`src/rtl/instr_encoder.sv`:
```
// instr_encoder: packs RV64I fields into 32-bit instruction words and expands
// the `li rd, imm64` pseudo-instruction into a lui/addi/addiw/slli sequence.
// Requests are latched on acceptance; words are driven from the latched
// fields and the FSM state, so outputs stay stable while the consumer stalls.
module instr_encoder #(
  parameter logic [31:0] NOP_WORD = 32'h0000_0013
) (
  input  logic        clk,
  input  logic        reset,
  input  logic        req_valid,
  output logic        req_ready,
  input  logic        req_li,
  input  logic [6:0]  req_opcode,
  input  logic [2:0]  req_funct3,
  input  logic [6:0]  req_funct7,
  input  logic [4:0]  req_rd,
  input  logic [4:0]  req_rs1,
  input  logic [4:0]  req_rs2,
  input  logic [63:0] req_imm,
  output logic        instr_valid,
  input  logic        instr_ready,
  output logic [31:0] instr_data,
  output logic        instr_last
);

  localparam logic [6:0] OP_LUI   = 7'b0110111;
  localparam logic [6:0] OP_AUIPC = 7'b0010111;
  localparam logic [6:0] OP_JAL   = 7'b1101111;
  localparam logic [6:0] OP_JALR  = 7'b1100111;
  localparam logic [6:0] OP_B     = 7'b1100011;
  localparam logic [6:0] OP_L     = 7'b0000011;
  localparam logic [6:0] OP_S     = 7'b0100011;
  localparam logic [6:0] OP_RI    = 7'b0010011;
  localparam logic [6:0] OP_RIW   = 7'b0011011;
  localparam logic [6:0] OP_R     = 7'b0110011;
  localparam logic [6:0] OP_RW    = 7'b0111011;

  typedef enum logic [3:0] {
    IDLE, SINGLE, LI_HI, LI_LO, SH1, AD1, SH2, AD2, SH3, AD3
  } state_t;

  state_t r_state;
  state_t w_state_next;

  logic        r_li;
  logic [6:0]  r_opcode;
  logic [2:0]  r_funct3;
  logic [6:0]  r_funct7;
  logic [4:0]  r_rd;
  logic [4:0]  r_rs1;
  logic [4:0]  r_rs2;
  logic [63:0] r_imm;

  logic        w_fits32;
  logic [31:0] w_u32;
  logic        w_u_small;
  logic [19:0] w_hi;
  logic [11:0] w_lo;
  logic        w_need_lo;
  logic        w_shift_f3;
  logic [31:0] w_single;
  logic [31:0] w_data;
  logic        w_last;

  // The 32-bit value loaded first: the whole immediate when it fits in 32
  // signed bits, otherwise its upper half (the low half follows in chunks).
  assign w_fits32  = (r_imm[63:31] == {33{r_imm[31]}});
  assign w_u32     = w_fits32 ? r_imm[31:0] : r_imm[63:32];
  assign w_u_small = (w_u32[31:11] == {21{w_u32[11]}});
  // Adding 0x800 before taking [31:12] only carries when bit 11 is set.
  assign w_hi      = w_u32[31:12] + {19'd0, w_u32[11]};
  assign w_lo      = w_u32[11:0];
  assign w_need_lo = !w_u_small && (w_lo != 12'd0);
  assign w_shift_f3 = (r_funct3 == 3'b001) || (r_funct3 == 3'b101);

  // State register; reset abandons any sequence in flight.
  always_ff @(posedge clk) begin
    if (reset) begin
      r_state <= IDLE;
    end else begin
      r_state <= w_state_next;
    end
  end

  // Capture all request fields on the request handshake.
  always_ff @(posedge clk) begin
    if (reset) begin
      r_li     <= 1'b0;
      r_opcode <= 7'd0;
      r_funct3 <= 3'd0;
      r_funct7 <= 7'd0;
      r_rd     <= 5'd0;
      r_rs1    <= 5'd0;
      r_rs2    <= 5'd0;
      r_imm    <= 64'd0;
    end else if (req_valid && req_ready) begin
      r_li     <= req_li;
      r_opcode <= req_opcode;
      r_funct3 <= req_funct3;
      r_funct7 <= req_funct7;
      r_rd     <= req_rd;
      r_rs1    <= req_rs1;
      r_rs2    <= req_rs2;
      r_imm    <= req_imm;
    end
  end

  // Single-word encoding selected by opcode; li to x0 also lands here as a NOP.
  always_comb begin
    w_single = NOP_WORD;
    if (!r_li) begin
      case (r_opcode)
        OP_R, OP_RW:
          w_single = {r_funct7, r_rs2, r_rs1, r_funct3, r_rd, r_opcode};
        OP_L, OP_JALR:
          w_single = {r_imm[11:0], r_rs1, r_funct3, r_rd, r_opcode};
        OP_RI:
          if (w_shift_f3) begin
            w_single = {r_funct7[6:1], r_imm[5:0], r_rs1, r_funct3, r_rd, r_opcode};
          end else begin
            w_single = {r_imm[11:0], r_rs1, r_funct3, r_rd, r_opcode};
          end
        OP_RIW:
          if (w_shift_f3) begin
            w_single = {r_funct7, r_imm[4:0], r_rs1, r_funct3, r_rd, r_opcode};
          end else begin
            w_single = {r_imm[11:0], r_rs1, r_funct3, r_rd, r_opcode};
          end
        OP_S:
          w_single = {r_imm[11:5], r_rs2, r_rs1, r_funct3, r_imm[4:0], r_opcode};
        OP_B:
          w_single = {r_imm[12], r_imm[10:5], r_rs2, r_rs1, r_funct3,
                      r_imm[4:1], r_imm[11], r_opcode};
        OP_LUI, OP_AUIPC:
          w_single = {r_imm[31:12], r_rd, r_opcode};
        OP_JAL:
          w_single = {r_imm[20], r_imm[10:1], r_imm[11], r_imm[19:12], r_rd, r_opcode};
        default:
          w_single = NOP_WORD;
      endcase
    end
  end

  // Next-state and current word; every state holds until instr_ready.
  always_comb begin
    w_state_next = r_state;
    w_data       = 32'd0;
    w_last       = 1'b0;
    case (r_state)
      IDLE: begin
        if (req_valid) begin
          w_state_next = (req_li && (req_rd != 5'd0)) ? LI_HI : SINGLE;
        end
      end
      SINGLE: begin
        w_data = w_single;
        w_last = 1'b1;
        if (instr_ready) w_state_next = IDLE;
      end
      LI_HI: begin
        w_data = w_u_small ? {w_lo, 5'd0, 3'b000, r_rd, OP_RI}
                           : {w_hi, r_rd, OP_LUI};
        w_last = !w_need_lo && w_fits32;
        if (instr_ready) begin
          if (w_need_lo)      w_state_next = LI_LO;
          else if (!w_fits32) w_state_next = SH1;
          else                w_state_next = IDLE;
        end
      end
      LI_LO: begin
        w_data = {w_lo, r_rd, 3'b000, r_rd, OP_RIW};
        w_last = w_fits32;
        if (instr_ready) w_state_next = w_fits32 ? IDLE : SH1;
      end
      SH1: begin
        w_data = {6'd0, 6'd11, r_rd, 3'b001, r_rd, OP_RI};
        if (instr_ready) w_state_next = AD1;
      end
      AD1: begin
        w_data = {1'b0, r_imm[31:21], r_rd, 3'b000, r_rd, OP_RI};
        if (instr_ready) w_state_next = SH2;
      end
      SH2: begin
        w_data = {6'd0, 6'd11, r_rd, 3'b001, r_rd, OP_RI};
        if (instr_ready) w_state_next = AD2;
      end
      AD2: begin
        w_data = {1'b0, r_imm[20:10], r_rd, 3'b000, r_rd, OP_RI};
        if (instr_ready) w_state_next = SH3;
      end
      SH3: begin
        w_data = {6'd0, 6'd10, r_rd, 3'b001, r_rd, OP_RI};
        if (instr_ready) w_state_next = AD3;
      end
      AD3: begin
        w_data = {2'b00, r_imm[9:0], r_rd, 3'b000, r_rd, OP_RI};
        w_last = 1'b1;
        if (instr_ready) w_state_next = IDLE;
      end
      default: begin
        w_state_next = IDLE;
      end
    endcase
  end

  assign req_ready   = (r_state == IDLE);
  assign instr_valid = (r_state != IDLE);
  assign instr_data  = w_data;
  assign instr_last  = w_last;

endmodule

```
`config.mk`:
```
export PLATFORM = sky130hd
export DESIGN_NAME = instr_encoder
export DESIGN_NICKNAME = d
export VERILOG_FILES = /design/src/rtl/instr_encoder.sv
export SDC_FILE = /design/constraint.sdc
export NUM_CORES = 1
export LEC_CHECK = 0
export ABC_AREA = 0
export CAP_MARGIN = 20
export CORE_MARGIN = 1.5
export CORE_UTILIZATION = 50
export CTS_CLUSTER_DIAMETER = 100
export DETAILED_ROUTE_END_ITERATION = 6
export MAX_ROUTING_LAYER = met4
export PLACE_DENSITY = 0.79
export SYNTH_ARGS = -nofsm -noshare
export SYNTH_HDL_FRONTEND = slang
export SYNTH_SLANG_ARGS = --single-unit
```
`constraint.sdc`:
```
create_clock -name clk -period 7.65 [get_ports clk]
set_input_delay 1.53 -clock clk [delete_from_list [all_inputs] [get_ports clk]]
set_output_delay 1.53 -clock clk [all_outputs]
set_load 0.1 [all_outputs]
```
== Yosys cells after proc, flatten, opt, wreduce, memory -nomap -nowiden ==
Cells that the tools add are included.

* $add $sub $neg: 1
* Multipliers: 0
* Eq/ne operators: 33
* Order comparisons: 0
* Shifts and indexed selects: 0
* Div/mod/pow operators: 0
* Bitwise operators: 0
* Reductions and logical operators: 17
* Muxes and demuxes: 21

{| class="wikitable"
|+ Operator list
! cell !! count
|-
| $pmux 32 s8 || 2
|-
| $mux 32 || 5
|-
| $mux 4 || 9
|-
| $pmux 4 s9 || 1
|-
| $eq 32x32->1 || 1
|-
| $eq 7x6->1 const B || 4
|-
| $eq 7x5->1 const B || 3
|-
| $eq 7x7->1 const B || 3
|-
| $add 20x1->20 || 1
|-
| $eq 20x20->1 || 1
|-
| $eq 4x3->1 const B || 4
|-
| $ne 2x2->1 const B || 8
|-
| $reduce_bool 12->1 || 1
|-
| $reduce_or 2->1 || 5
|-
| $reduce_and 9->1 || 1
|-
| $eq 4x2->1 const B || 2
|-
| $eq 4x4->1 const B || 2
|-
| $eq 7x2->1 const B || 1
|-
| $mux 3 || 2
|-
| $reduce_bool 5->1 || 1
|-
| $eq 4x1->1 const B || 1
|-
| $logic_and 1x1->1 || 4
|-
| $logic_not 4->1 || 1
|-
| $reduce_bool 4->1 || 1
|-
| 7 further kinds || 8
|}

* Register bits after elaboration: 101
* Output and inout port bits: 35
* Bits in latches: 0
* ROM bits: 0
* Memories kept: 0
* Memory bits (writable): 0
* Logic and storage cells: 81

== Logic depth before layout (Yosys ltp) ==
* Word-level depth: 8
* Gate-level depth with buffers: 17
* Gate-level depth less buffers: 14

== Least setup slack after synthesis ==
OpenSTA, ideal clock, no wires.

* Path type: register -> output
* Start point: reg r_imm[52]
* End point: out instr_last
* Setup slack: -0.199 ns
* Data arrival time: 6.319 ns
* Stages on the path, launching flop included: 14
* Data required time: 6.120 ns
* Path buffers: 2
* Path through: dfxtp_1 > or4_4 > or4_4 > a211oi_2 > buf_2 > buf_2 > mux2_2 > ha_1 > inv_1 > o211ai_1 > or4_1 > mux2i_4 > o21ai_1 > a221oi_1

* Longest elaborated chain between the ends: 8
* Elaborated cells on any way between the ends: 9
* Those cells by class: eq/ne: 2; mux: 2; reduce/logical: 5

{| class="wikitable"
|+ RTL lines
! item !! RTL line !! source
|-
| start: declaration || 52 || <nowiki>logic [63:0] r_imm;</nowiki>
|-
| start signal: assignment || 104 || <nowiki>r_imm <= req_imm;</nowiki>
|-
| $eq 32x32->1 || 67 || <nowiki>assign w_fits32 = (r_imm[63:31] == {33{r_imm[31]}});</nowiki>
|-
| $mux 32 || 68 || <nowiki>assign w_u32 = w_fits32 ? r_imm[31:0] : r_imm[63:32];</nowiki>
|-
| $eq 20x20->1 || 69 || <nowiki>assign w_u_small = (w_u32[31:11] == {21{w_u32[11]}});</nowiki>
|-
| $logic_not 1->1 || 73 || <nowiki>assign w_need_lo = !w_u_small && (w_lo != 12'd0);</nowiki>
|-
| $logic_and 1x1->1 || 73 ||
|-
| $logic_not 1->1 || 163 || <nowiki>w_last = !w_need_lo && w_fits32;</nowiki>
|-
| $logic_and 1x1->1 || 163 ||
|-
| $pmux 1 s3 (*) || 149 || <nowiki>case (r_state)</nowiki>
|-
| end: declaration || 23 || <nowiki>output logic instr_last</nowiki>
|}

Mark *: on every way between the ends. The rest lies on a longest branch, timed or not.

== Worst setup path in the final report ==
* Start point: reg r_imm[52]
* End point: out instr_data[22]

* Longest elaborated chain between the ends: 5
* Elaborated cells on any way between the ends: 6
* Those cells by class: add/sub: 1; eq/ne: 2; mux: 3

{| class="wikitable"
|+ RTL lines
! item !! RTL line !! source
|-
| $eq 32x32->1 || 67 ||
|-
| $mux 32 (*) || 68 ||
|-
| $add 20x1->20 or $eq 20x20->1 (tied branches) || 71, 69 ||
|-
| $mux 32 || 161 || <nowiki>w_data = w_u_small ? {w_lo, 5'd0, 3'b000, r_rd, OP_RI}</nowiki>
|-
| $pmux 32 s8 (*) || 149 ||
|-
| end: declaration || 22 || <nowiki>output logic [31:0] instr_data,</nowiki>
|}

Marked as above.

==> results.yml <==
clocking:
  cts_made_buffers: 9
  cts_hold_buffers: 0
  ctsResizeCount: 0
  root_buffer: "clkbuf_16"
  cts_tree: "done"
  htree_levels: 3
  post_cts_buffers: 0
  cts.reportedPaths.clkPinSlew_ns: 0.07
  clock_sinks: 101
  ctsLongestPathBuffers: 2
  insertion_delay_ns: 0.36
detailed_routing:
  drtAntennaViolNets: 0
  wl_per_cell_um: 18.7
  dr_total_vias: 6899
  drt-initial-drc-count: 680
  routed_wirelength_mm: 21.5
  drt_first_pass_iters: 7
  viasPerCell: 6.01
  drc_errors: 0
logic_synthesis:
  syn_area_per_cell_um2: 7.12
  syn_nets: 989
  synth_cell_types: 61
  syn_area_mm2: 0.00631
  synth-seq-cells: 101
  synthArstFlopShare_pct: 0
  yosys_warnings: 0
  synth_top_family_by_area: "simple AND/OR/NAND/NOR gates"
  synth_compound_area_share_pct: 23.6
  synthXorXnorAreaFrac_pct: 4.72
  syn-instance-count: 886
  ys.flop_type: "dfxtp_1"
  synth-edff-count: 0
  yosysSeqAreaShare_pct: 32.1
  synth_fa_ha_area_share_pct: 0.556
  synth-simple-area-share_pct: 27.7
  synth.mux.area_fraction_pct: 5.99
global_routing:
  gr-total-overflow: 0
  grt_pass1_vias: 6278
  antenna_found_initial: 0
  grt_max_degree: 98
  grtUsageTotal_pct: 34.1
  grt_pass1_wl_mm: 34.2
worst_hold_path:
  hp-start: "r_rs1[2]"
  hold_depth: 2
  worstHoldEndpoint: "r_rs1[2]"
  hp-class: "reg -> reg"
critical_path:
  rrSetupSlack_ns: 3.13
  end_kind: "output port"
  cp.arrival_ns: 5.21
  worstPathRequired_ns: 6.12
  r2r_start: "r_imm[52]"
  worst_setup_path_start_kind: "flip-flop"
  worstSetupPathType: "reg -> out"
  path_max_fanout: 28
  reg2regPathDepth: 11
  r2r_end: "r_state[1]"
sta:
  tightest_slew_ns: 0.980
  setup_viol: 0
  maxSlewViolCount: 0
  slew_headroom_pct: 34.5
  hold_violations: 0
  fin_setup_tns_ns: 0
  max_freq_mhz: 148
  fin_crit_ns: 6.74
  period_share_pct: 88.0
  skew_ns: 0.00717
  hold_ws_ns: 0.460
  rsz0062_at_grt: "no"
run_status:
  outcome: "finished, final reports clean"
flow_run:
  cap_violations: 0
die:
  die_x_um: 115
  die_area_mm2: 0.0133
  std_cell_rows: 40
  initial_core_util_pct: 51.9
  die_h_um: 115
  core_area_mm2: 0.0122
  ios: 136
finish:
  layout_common_cells: "234 x nand2_1, 121 x a21oi_1, 112 x clkdlybuf4s50_1"
  n_antenna_cell: 0
  final_net_count: 1077
  final_common_cell: "nand2_1"
  area_growth_pct: 25.7
  drive_above_1_share_pct: 7.56
  fin_area_mm2: 0.00793
power:
  p_leak_nw: 2.81
  clkPwrFrac_pct: 17.0
  sequentialPowerShare_pct: 31.1
  p_int_w: 0.00127
  peakVddDrop_mv: 0.182
  switching_share_pct: 51.7
  power_density_mw_per_mm2: 330
  p_comb_share_pct: 51.9
  power_w: 0.00262
  power_switching_w: 0.00135
place:
  dpl_cell_area_mm2: 0.00764
  port_buffers: 135
  dp.final_hpwl_mm: 15.9
  place_congestion: 0.988
==> worst max-delay path by stage <==
stage / start / endpoint / slack [ns] / depth (start not counted)
floorplan: r_imm[52] / instr_data[22] / 0.43 / 13
global placement: r_imm[52] / instr_data[22] / 1.41 / 12
detailed placement: r_imm[52] / instr_data[22] / 1.34 / 12
CTS: r_imm[52] / instr_data[22] / 0.94 / 12
global route: r_imm[52] / instr_data[22] / 0.71 / 14
finish: r_imm[52] / instr_data[22] / 0.91 / 14
==> cell usage after synthesis, drive strengths merged, types with 9 or more instances <==
library cell    n  area [µm²]
o22ai           9        56.3
nor4           14        87.6
nor3           17        85.1
xor2           15         131
o221ai         10        87.6
nand2         236         888
dfxtp         101        2020
a21oi         121         606
buf            12        65.1
inv            18        67.6
and3           11        68.8
a221oi         10        87.6
mux2i          26         273
o21ai          23         115
nand4          12        75.1
mux2            9         105
clkbuf         54         203
nor2           38         148
nand3          21         105
or4            10        82.6
a22oi          18         135
xnor2          19         166
==> kinds of logic (layout without fill, tap and decap cells) <==
family	Yosys count	after routing
simple gates	390	390
xor+xnor	34	34
buf+inv	84	177
flops	101	101
mux	35	35
fa+ha+maj	3	3
compound gates	239	239
==> final cells by class <==
class	instances	area, µm²
fill	1162	4240
multi-input combinational	701	3990
sequential	101	2020
timing repair buffer	143	1350
clock buffer	10	229
tap	168	210
inverter	18	67.6
clock inverter	6	56.3
==> critical path, cell delays in order, from the launching register on <==
cell,delay [ns]
dfxtp_1,0.36
or4_4,0.58
or4_4,0.52
a211oi_4,0.65
buf_4,0.43
mux2_2,0.22
ha_1,0.20
nand3_1,0.18
nor2_1,0.35
and3_1,0.22
xor2_1,0.26
nand3_1,0.14
o221a_1,0.17
o221ai_1,0.21
buf_4,0.34
==> power by group through the flow <==
| stage | logic [W] | registers (W) | clock network [W] |
|---|---|---|---|
| finish | 0.00136 | 0.000815 | 0.000444 |
| global route | 0.00146 | 0.000827 | 0.000472 |
| CTS | 0.00136 | 0.000806 | 0.000451 |
| detailed placement | 0.00135 | 0.000818 | 0 |
| global placement | 0.00134 | 0.000816 | 0 |
| floorplan | 0.00109 | 0.000717 | 0 |
==> metrics by stage <==
stage,worst slack (ns),util (%),std cells
detailed placement,1.34,62.8,1131
floorplan,0.428,-,886
global route,0.708,65.2,1147
CTS,0.937,65.2,1147
global placement,1.41,62.8,1131
finish,0.915,65.2,1147
==> sequential cells by signal, summed over array words and instances (netlist names) <==
name,count
r_li,1
r_rd,5
r_imm,64
r_state,4
r_rs2,5
r_rs1,5
r_funct7,7
r_opcode,7
r_funct3,3
==> per-layer routing <==
metal / track usage, % / vias up / share of wire [%]
met2: 51.0 / 296 / 44
met1: 46.7 / 3211 / 45
met4: 11.4 / 0 / 2.7
li1: - / 3343 / -
met3: 5.85 / 49 / 7.4
met5: - / - / 0
Note: power is estimated with default switching activity, not from simulation.
